<file path="config.mk">
export PLATFORM = sky130hd
export DESIGN_NAME = fifo_sync_ctrl
export DESIGN_NICKNAME = d
export VERILOG_FILES = /design/src/rtl/fifo_pkg.sv /design/src/rtl/fifo_rd_vld_pipe.sv /design/src/rtl/fifo_sync_ctrl.sv
export SDC_FILE = /design/constraint.sdc
export NUM_CORES = 1
export LEC_CHECK = 0
export BUFFER_PORTS_ARGS = -buffer_cell sky130_fd_sc_hd__buf_2
export CAP_MARGIN = 30
export CORE_UTILIZATION = 40
export CTS_BUF_LIST = sky130_fd_sc_hd__clkbuf_4 sky130_fd_sc_hd__clkbuf_8
export CTS_CLUSTER_SIZE = 25
export DETAILED_ROUTE_END_ITERATION = 8
export MAX_ROUTING_LAYER = met4
export PLACE_DENSITY = 0.84
export SLEW_MARGIN = 20
export SYNTH_ARGS = -nofsm -noshare
export SYNTH_HDL_FRONTEND = slang
export SYNTH_SLANG_ARGS = --single-unit
export TNS_END_PERCENT = 20
</file>
<file path="constraint.sdc">
create_clock -name CLOCK -period 4 [get_ports CLOCK]
set_input_delay 0.4 -clock CLOCK [delete_from_list [all_inputs] [get_ports CLOCK]]
set_output_delay 0.4 -clock CLOCK [all_outputs]
set_load 0.01 [all_outputs]
</file>
<file path="src/rtl/fifo_pkg.sv">
// Shared helpers for the synchronous FIFO controller.
//   fifo_clog2      : ceiling log2, used to derive the RAM address width
//   fifo_ptr_width  : pointer/count width (address bits plus one wrap bit)
//   fifo_pipe_legal : legal range of the RAM read pipeline parameter
package fifo_pkg;

  function automatic int unsigned fifo_clog2(input int unsigned v);
    int unsigned r;
    int unsigned x;
    r = 0;
    x = 1;
    while (x < v) begin
      x = x << 1;
      r++;
    end
    return r;
  endfunction

  // One extra bit so that a count of exactly DEPTH is representable.
  function automatic int unsigned fifo_ptr_width(input int unsigned aw);
    return aw + 1;
  endfunction

  function automatic bit fifo_pipe_legal(input int unsigned pipe);
    return pipe <= 1;
  endfunction

endpackage

</file>
<file path="src/rtl/fifo_rd_vld_pipe.sv">
// Read-valid delay line: delays the accepted-pop strobe by Stages cycles so it
// lines up with data leaving the RAM.
//   clk_i  : clock
//   rst_ni : asynchronous active-low clear (drops in-flight reads at once)
//   vld_i  : accepted pop this cycle
//   vld_o  : read data valid
module fifo_rd_vld_pipe
  import fifo_pkg::*;
#(
  parameter int unsigned Stages = 2
) (
  input  logic clk_i,
  input  logic rst_ni,
  input  logic vld_i,
  output logic vld_o
);

  logic [Stages-1:0] sr_q;
  logic [Stages-1:0] sr_d;

  if (Stages == 1) begin : g_one
    assign sr_d = vld_i;
  end else begin : g_multi
    assign sr_d = {sr_q[Stages-2:0], vld_i};
  end

  always_ff @(posedge clk_i or negedge rst_ni) begin
    if (!rst_ni) begin
      sr_q <= '0;
    end else begin
      sr_q <= sr_d;
    end
  end

  assign vld_o = sr_q[Stages-1];

endmodule

</file>
<file path="src/rtl/fifo_sync_ctrl.sv">
// Single-clock FIFO controller driving the address/enable side of an LSRAM
// wrapper. Owns the pointers, occupancy count and status flags, and returns
// RAM read data with a valid strobe aligned to the RAM read latency (1+PIPE).
//   CLOCK, RESET_N         : clock, asynchronous active-low reset
//   WE, DATA               : push request and data
//   RE                     : pop request
//   Q, DVLD                : pop data (straight from RAM_RDATA) and its strobe
//   FULL, EMPTY            : registered status flags
//   AFULL, AEMPTY          : registered threshold flags
//   OVERFLOW, UNDERFLOW    : one-cycle pulses for rejected push/pop
//   WRCNT                  : occupancy count 0..DEPTH
//   RAM_W*, RAM_R*         : RAM wrapper write/read ports
module fifo_sync_ctrl
  import fifo_pkg::*;
#(
  parameter int unsigned WIDTH      = 32,
  parameter int unsigned DEPTH      = 128,
  parameter int unsigned AW         = fifo_clog2(DEPTH),
  parameter int unsigned PIPE       = 1,
  parameter int unsigned AFULL_VAL  = 120,
  parameter int unsigned AEMPTY_VAL = 8
) (
  input  logic             CLOCK,
  input  logic             RESET_N,
  input  logic             WE,
  input  logic [WIDTH-1:0] DATA,
  input  logic             RE,
  output logic [WIDTH-1:0] Q,
  output logic             DVLD,
  output logic             FULL,
  output logic             EMPTY,
  output logic             AFULL,
  output logic             AEMPTY,
  output logic             OVERFLOW,
  output logic             UNDERFLOW,
  output logic [AW:0]      WRCNT,
  output logic [WIDTH-1:0] RAM_WDATA,
  output logic [AW-1:0]    RAM_WADDR,
  output logic             RAM_WEN,
  output logic [AW-1:0]    RAM_RADDR,
  output logic             RAM_REN,
  input  logic [WIDTH-1:0] RAM_RDATA
);

  localparam int unsigned PW = fifo_ptr_width(AW);
  localparam logic [PW-1:0] FullCnt   = PW'(DEPTH);
  localparam logic [PW-1:0] AfullCnt  = PW'(AFULL_VAL);
  localparam logic [PW-1:0] AemptyCnt = PW'(AEMPTY_VAL);

  if (!fifo_pipe_legal(PIPE) || DEPTH < 4 || (DEPTH & (DEPTH - 1)) != 0) begin : g_bad_param
    $error("fifo_sync_ctrl: PIPE must be 0/1 and DEPTH a power of 2 >= 4");
  end

  logic [PW-1:0] wptr_q, wptr_d;
  logic [PW-1:0] rptr_q, rptr_d;
  logic [PW-1:0] count_q, count_d;
  logic          full_q, empty_q, afull_q, aempty_q;
  logic          ovf_q, udf_q;
  logic          wr_acc, rd_acc;

  assign wr_acc = WE & ~full_q;
  assign rd_acc = RE & ~empty_q;

  always_comb begin
    wptr_d  = wptr_q;
    rptr_d  = rptr_q;
    if (wr_acc) wptr_d = wptr_q + PW'(1);
    if (rd_acc) rptr_d = rptr_q + PW'(1);
    count_d = count_q + PW'(wr_acc) - PW'(rd_acc);
  end

  always_ff @(posedge CLOCK or negedge RESET_N) begin
    if (!RESET_N) begin
      wptr_q   <= '0;
      rptr_q   <= '0;
      count_q  <= '0;
      full_q   <= 1'b0;
      empty_q  <= 1'b1;
      afull_q  <= 1'b0;
      aempty_q <= 1'b1;
      ovf_q    <= 1'b0;
      udf_q    <= 1'b0;
    end else begin
      wptr_q   <= wptr_d;
      rptr_q   <= rptr_d;
      count_q  <= count_d;
      // Flags come from the next count so they are exact in the following cycle.
      full_q   <= (count_d == FullCnt);
      empty_q  <= (count_d == '0);
      afull_q  <= (count_d >= AfullCnt);
      aempty_q <= (count_d <= AemptyCnt);
      ovf_q    <= WE & full_q;
      udf_q    <= RE & empty_q;
    end
  end

  // Flags are count-based; the wrap bits only keep the pointers self-describing.
  logic unused_wrap;
  assign unused_wrap = wptr_q[PW-1] ^ rptr_q[PW-1];

  fifo_rd_vld_pipe #(
    .Stages (1 + PIPE)
  ) u_rd_vld_pipe (
    .clk_i  (CLOCK),
    .rst_ni (RESET_N),
    .vld_i  (rd_acc),
    .vld_o  (DVLD)
  );

  assign RAM_WEN   = wr_acc;
  assign RAM_WADDR = wptr_q[AW-1:0];
  assign RAM_WDATA = DATA;
  assign RAM_REN   = rd_acc;
  assign RAM_RADDR = rptr_q[AW-1:0];
  assign Q         = RAM_RDATA;

  assign FULL      = full_q;
  assign EMPTY     = empty_q;
  assign AFULL     = afull_q;
  assign AEMPTY    = aempty_q;
  assign OVERFLOW  = ovf_q;
  assign UNDERFLOW = udf_q;
  assign WRCNT     = count_q;

endmodule

</file>
==> results of run 1 <==
-- critical path, delay by kind of cell (launching register included) --
family / cells / cell delay, ns
buffers and inverters: 4 / 0.33
adders and majority gates: 3 / 0.86
DFF: 1 / 0.38
and+or+nand+nor: 4 / 1.00
AOI/OAI and AO/OA: 2 / 0.52
-- layer usage --
metal | up-vias | global-route usage (%) | wire (µm) | part of all wire, %
li1 | 501 | - | - | -
met1 | 523 | 16.3 | 1310 | 42
met2 | 48 | 20.5 | 1460 | 47
met3 | 8 | 6.13 | 266 | 8.6
met5 | - | - | 0 | 0
met4 | 0 | 6.89 | 63 | 2.0
-- path summary, 6_finish.rpt --
path / from / end / slack (ns) / cells after the start
setup / recovery: FULL / FULL / 0.86 / 13
max in group asynchronous: RESET_N / rptr_q[1] / 3.42 / 1
hold reg to reg: u_rd_vld_pipe.sr_q[0] / u_rd_vld_pipe.sr_q[1] / 0.35 / 0
setup reg to reg: FULL / FULL / 0.86 / 13
hold / removal: RESET_N / WRCNT[6] / 0.15 / 1
min in group CLOCK: WE / OVERFLOW / 0.34 / 2
-- registers in the layout (all words and copies together), names as in the netlist --
name	cells
WRCNT	8
rptr_q	7
wptr_q	7
u_rd_vld_pipe.sr_q	2
AEMPTY	1
AFULL	1
EMPTY	1
FULL	1
OVERFLOW	1
UNDERFLOW	1
-- power groups by stage --
| stage | Combinational, mW | Clock, mW | Sequential (mW) |
|---|---|---|---|
| 3_5_place_dp | 0.935 | 0 | 0.561 |
| 4_1_cts | 0.949 | 0.265 | 0.556 |
| 6_report | 0.944 | 0.255 | 0.553 |
| 2_1_floorplan | 0.679 | 0 | 0.598 |
| 3_3_place_gp | 0.913 | 0 | 0.552 |
| 5_1_grt | 1.06 | 0.277 | 0.574 |
-- synthesized netlist by cell type, types with 3 or more instances --
master | number | share of area, %
nor3_1 | 3 | 0.79
xor2_1 | 3 | 1.4
buf_4 | 64 | 25
nand2b_1 | 3 | 0.98
nand2_1 | 5 | 0.98
nand4_1 | 5 | 1.6
nor2b_1 | 3 | 0.98
inv_1 | 14 | 2.8
dfrtp_1 | 28 | 37
nor2_1 | 4 | 0.79
ha_1 | 10 | 6.6
xnor2_1 | 14 | 6.4
-- cells by family (layout without fill, tap and decap cells) --
family | count (synthesis) | after routing | share of synthesized area, %
adders and majority gates | 11 | 11 | 7.61
AOI/OAI and AO/OA | 16 | 16 | 5.84
muxes | 2 | 2 | 1.18
DFF | 30 | 30 | 39.5
buffers and inverters | 80 | 58 | 28.3
xor gates and xnor gates | 17 | 17 | 7.81
and+or+nand+nor | 32 | 32 | 9.71
-- area by class of cell --
class	instances	area, µm²	share of cell area, %
well taps	52	65.1	3.69
multi-input cells	78	613	34.8
repair buffers	36	185	10.5
clock buffers	7	90.1	5.11
clock inverters	1	5.00	0.284
inverters	14	52.6	2.98
flip-flops and latches	30	753	42.7
-- layout by cell type (no fill, tap or decap), drive strengths merged, types with 2 or more instances in the layout --
cell type   n
and2        2
or3b        2
dfrtp      28
xor2        3
nand2       5
nor2b       3
a21oi       2
xnor2      14
o211ai      2
a21o        2
buf        36
o21ai       4
nand4       5
nand3       2
dfstp       2
clkbuf      7
ha         10
inv        14
nand2b      3
nor2        4
nor3        3
mux2        2
==> results.md, run 1 <==
* Internal at 1.00 mW
* Setup Crit Path Kind: reg2reg
* Yosys warning total at 0
* Sw Pwr at 749 µW
* Syn_nets at 267
* Post-cts gate resize count at 0
* Final Cell Area at 1760 µm²
* Ys async rst share at 100%
* First-pass GRT wire length at 5.17 mm
* VDD IR-drop max at 0.271 mV
* GRT Overall Usage at roughly 14%
* Max Slew Vio Count at 0
* Setup Skew at 0.000968 ns
* Hold WC Path Type: in2async
* Sw frac at between 40% and 50%
* Drt wl/cell at between 10 and 15 µm
* Worst path slowest cell: fa_1
* Final WL at a little over 3 mm
* Vias in the first global route at between 1000 and 1500
* Initial Util at 42.6%
* Area grow syn2layout at -7.48%
* Register area share after synthesis at 39.5%
* Setup Fix Bufs, Post-CTS at 0
* Routed Antenna Nets at 0
* Clock share of power at 14.5%
* Mean Syn Cell Area at between 10 and 15 µm²
* Failing checks: design-rule violations
* Crit path required time at 4.21 ns
* Root Buffer: clkbuf_8
* Share of cells above drive strength 1 at ~28%
* Die Y at 71.0 µm
* Post-route clock period utilization at 78.6%
* Synth Flop Type: dfrtp_1
* Post-synth EDFFs at 0
* Diodes inserted at 0
* Final Power at 1.75 mW
* Crit path DAT at between 3 and 4 ns
* Hold_buf cts at 0
* TritonCTS clock tree: built
* Layout fillers at around 430
* Critical Path Most Common Cell: inv_1
* Slew headroom at 55.6%
* Final min period at 3.14 ns
* Fin worst setup slack at 0.857 ns
* Clock buffer depth at 2
* DRT iter0 DRCs at 65
* Min Hold Slack at 0.148 ns
* CP cell instances: nor2b_1, buf_4, inv_1, ha_1, inv_1, ha_1, inv_1, fa_1, nand2b_1, a21o_1, a311o_1, or3b_1, and4bb_1
* Vias at 1080
* Fmax achieved at 0.318 GHz
* DIE WIDTH at 71.0 µm
* Final nets at 244
* Crit-path max FO at 7
* DP Area at approximately 1700 µm²
* Endpoint type of the worst setup path: flop
* Max_cap viols at 0
* Fin util at slightly below 40%
* Synth Cell Area at 1910 µm²
* Hold Violations, Final at 0
* Pin count of the biggest net entering global routing at 31
* Sink Count at 30
* Number of synthesized register bits at 30
* Die area at roughly 5000 µm²
* DR DRC count at 7
* Pre-antenna DRT Iters at 6
* H-tree depth at 2
* Cell Rows at 24
* PortBufs at 34
* CTS clk-pin slew, worst paths at approximately 0.06 ns
* CP max stage delay at around 0.41 ns
* Unique masters post-synth at 33
* Setup Viol. Count Final at 0
* HPWL after detailed placement at about 2.3 mm
* Pre-CTS setup slack at slightly below 0.8 ns
* RSZ-0062 raised after global routing: no
* TNS Setup at 0 ns
* CP Launch Type: flop
* Later-pin clock latency in the skew report at 0.28 ns
* Comb pwr share at 53.9%
* Boundary pin count at 163
* Total clock buffers created by CTS at 5
* CORE AREA at 4470 µm²
* GPL Wtd Cong at ~0.85
* Via-per-instance ratio at approximately 5.0
* Worst-margin pin slew at roughly 0.67 ns
* Leak at approximately 0.9 nW
* Reg power frac at 31.6%
* PwrDens at 993 nW/µm²
* Total grt overflow at 0
* Finished Layout Cells at between 200 and 250
* Antenna violations before repair at 0
* Post-Syn Instances at 188
* Status: complete, but fails checks
* Placed Cells at between 200 and 250
Note: power is estimated with default switching activity, not from simulation.
==> run 2, diff against run 1 <==
--- a/config.mk
+++ b/config.mk
@@ -7,12 +7,12 @@
 export LEC_CHECK = 0
 export BUFFER_PORTS_ARGS = -buffer_cell sky130_fd_sc_hd__buf_2
 export CAP_MARGIN = 30
-export CORE_UTILIZATION = 40
+export CORE_UTILIZATION = 36
 export CTS_BUF_LIST = sky130_fd_sc_hd__clkbuf_4 sky130_fd_sc_hd__clkbuf_8
 export CTS_CLUSTER_SIZE = 25
 export DETAILED_ROUTE_END_ITERATION = 8
 export MAX_ROUTING_LAYER = met4
-export PLACE_DENSITY = 0.84
+export PLACE_DENSITY = 0.79
 export SLEW_MARGIN = 20
 export SYNTH_ARGS = -nofsm -noshare
 export SYNTH_HDL_FRONTEND = slang
==> constraint.sdc (replaced) <==
create_clock -name CLOCK -period 2.79 [get_ports CLOCK]
set_input_delay 0.279 -clock CLOCK [delete_from_list [all_inputs] [get_ports CLOCK]]
set_output_delay 0.279 -clock CLOCK [all_outputs]
set_load 0.01 [all_outputs]
==> run 2 against run 1 <==
  * Register-to-register slack worse by 0.82 ns
  * Sequential share of layout area decreased by 3.3 points
  * The flow now finishes without violations
  * Final area grew 8.3%
  * Setup slack lost 0.82 ns
  * Clock skew increased by 0.0064 ns
  * Critical endpoint unchanged
  * Die area is 11% higher
  * Via count rose by 1.4%
  * Sequential power rose by 43%
  * Maximum frequency rose by 14%
  * First-iteration DRC count is 48% lower
  * Largest cell class unchanged
==> results.md, run 2 (synthesized netlist as in run 1, its figures left out) <==
* Status: completed
* H-tree depth at 2 (unchanged)
* Sink Count at 30 (unchanged)
* Die area at 5590 µm² (+11%)
* Clock buffer depth at 2 (unchanged)
* Leak at 0.928 nW (+6.1%)
* Total grt overflow at 0 (unchanged)
* Fin util at 37.4% (-2.0 points)
* Most frequent cells in the layout: buf_2, dfrtp_1, xnor2_1
* Boundary pin count at 163 (unchanged)
* CP Launch Type: flop
* Drt wl/cell at 12.4 µm (-13%)
* Critical path launch point: FULL
* Fmax achieved at 0.363 GHz (+14%)
* R2R cell count at 12 (-1)
* Final WL at 3.02 mm (-2.3%)
* GRT Overall Usage at 11.5% (-2.5 points)
* Endpoint type of the worst setup path: flop
* Internal at 1.59 mW (+58%)
* Final min period at 2.75 ns (-0.388 ns)
* Pin count of the biggest net entering global routing at 31 (unchanged)
* Final nets at 252 (+3.3%)
* Most common cell after layout, fill and taps aside: buf_2
* DIE WIDTH at 74.8 µm (+5.3%)
* Final Cell Area at 1910 µm² (+8.3%)
* Vias in the first global route at 999 (-5.4%)
* Routed Antenna Nets at 0 (unchanged)
* Pre-antenna DRT Iters at 2 (-4)
* TritonCTS clock tree: built
* Share of cells above drive strength 1 at 37.4% (+9.6 points)
* VDD IR-drop max at 0.461 mV (+71%)
* Area grow syn2layout at 0.197%
* Post-route clock period utilization at 98.7% (+20 points)
* DRT iter0 DRCs at 34 (-48%)
* PortBufs at 34 (unchanged)
* RR Startpoint: FULL
* Crit-path max FO at 3 (-4)
* First-pass GRT wire length at 4.52 mm (-13%)
* Root Buffer: clkbuf_8
* Initial Util at 37.3% (-5.3 points)
* Sw Pwr at 1.10 mW (+47%)
* Slew headroom at 57.1% (+1.5 points)
* Antenna violations before repair at 0 (unchanged)
* Vias at 1095 (+1.4%)
* Diodes inserted at 0 (unchanged)
* Setup Viol. Count Final at 0 (unchanged)
* DP Area at 1760 µm² (+5.7%)
* Max Slew Vio Count at 0 (unchanged)
* RSZ-0062 raised after global routing: yes
* Hold_buf cts at 0 (unchanged)
* Comb pwr share at 54.7% (+0.8 points)
* Crit path DAT at 2.97 ns (-0.39 ns)
* Crit path required time at 3.01 ns (-1.20 ns)
* Largest register FFs at 8 (unchanged)
* Later-pin clock latency in the skew report at 0.28 ns (about the same)
* PwrDens at 1410 nW/µm² (+42%)
* Layout fillers at 527 (+23%)
* Clock share of power at 15.9% (+1.4 points)
* Worst-margin pin slew at 0.643 ns (-0.0229 ns)
* GPL Wtd Cong at 0.815 (-3.8%)
* Hold WC Path Type: in2async
* Die Y at 74.8 µm (+5.3%)
* Setup Crit Path Kind: reg2reg
* Sw frac at 41.0% (-1.8 points)
* Setup Skew at 0.00738 ns (+0.00642 ns)
* Final Power at 2.69 mW (+54%)
* DR DRC count at 0 (-7)
* CORE AREA at 5110 µm² (+14%)
* Reg power frac at 29.4% (-2.2 points)
* Total clock buffers created by CTS at 5 (unchanged)
* CTS clk-pin slew, worst paths at 0.07 ns (about the same)
* Hold Violations, Final at 0 (unchanged)
* Cell Rows at 26 (+8.3%)
* Max_cap viols at 0 (unchanged)
* Via-per-instance ratio at 4.49 (-9.4%)
* HPWL after detailed placement at 2.26 mm (-1.3%)
## run 2: final timing paths
path,endpoint,slack (ns)
worst max-delay path,FULL,0.04
worst min-delay path,wptr_q[5],0.02
worst max register to register,FULL,0.04
worst min register to register,u_rd_vld_pipe.sr_q[1],0.35
max in group asynchronous,WRCNT[2],2.35
min in group CLOCK,OVERFLOW,0.21
## run 2: power by group through the flow
| stage | clock (mW) | combinational [mW] | sequential [mW] |
|---|---|---|---|
| floorplan | 0 | 1.01 | 0.862 |
| global placement | 0 | 1.40 | 0.799 |
| detailed placement | 0 | 1.44 | 0.801 |
| CTS | 0.439 | 1.48 | 0.796 |
| global route | 0.459 | 1.65 | 0.823 |
| finish | 0.428 | 1.47 | 0.791 |
## run 2: critical path: stages, from the launching register on
cell      delay (ns)
dfrtp_1         0.39
nor2b_2         0.16
inv_2           0.06
ha_4            0.24
inv_4           0.05
ha_4            0.12
inv_2           0.03
fa_2            0.35
nand2b_4        0.15
a21o_1          0.16
a311o_1         0.32
or3b_4          0.39
and4bb_1        0.26
## run 2: final cells by class
cell class	instances	area (µm²)	share of cell area, %
repair buffers	44	245	12.8
clock buffers	5	68.8	3.60
flip-flops and latches	30	753	39.4
well taps	70	87.6	4.58
inverters	14	55.1	2.88
multi-input cells	78	661	34.6
clock inverters	3	40.0	2.10
## run 2: per-layer routing
layer  global-route usage, %  part of all wire (%)  up-vias
li1                        -                     -      523
met1                    13.6                    45      519
met2                    16.6                    46       42
met3                    4.69                   7.9       11
met4                    6.29                   1.6        0
met5                       -                     0        -
## run 2: metrics by stage
step	std cells	setup WS, ns	setup TNS (ns)	hold slack (ns)
global route	244	-0.0419	-0.0687	0.0772
finish	244	0.0352	0	0.0192
floorplan	188	-0.146	-0.310	-0.0166
CTS	242	0.0161	0	0.0481
detailed placement	233	-0.110	-0.211	0.336
global placement	233	-0.0716	-0.0963	0.337
## run 2: what timing repair did
action	CTS	global route
buffers inserted	1	2
gates resized for setup	2	3
endpoints found under the setup margin	3	3
endpoints found under the hold margin	0	0
pin swaps	4	1
cloned	0	0
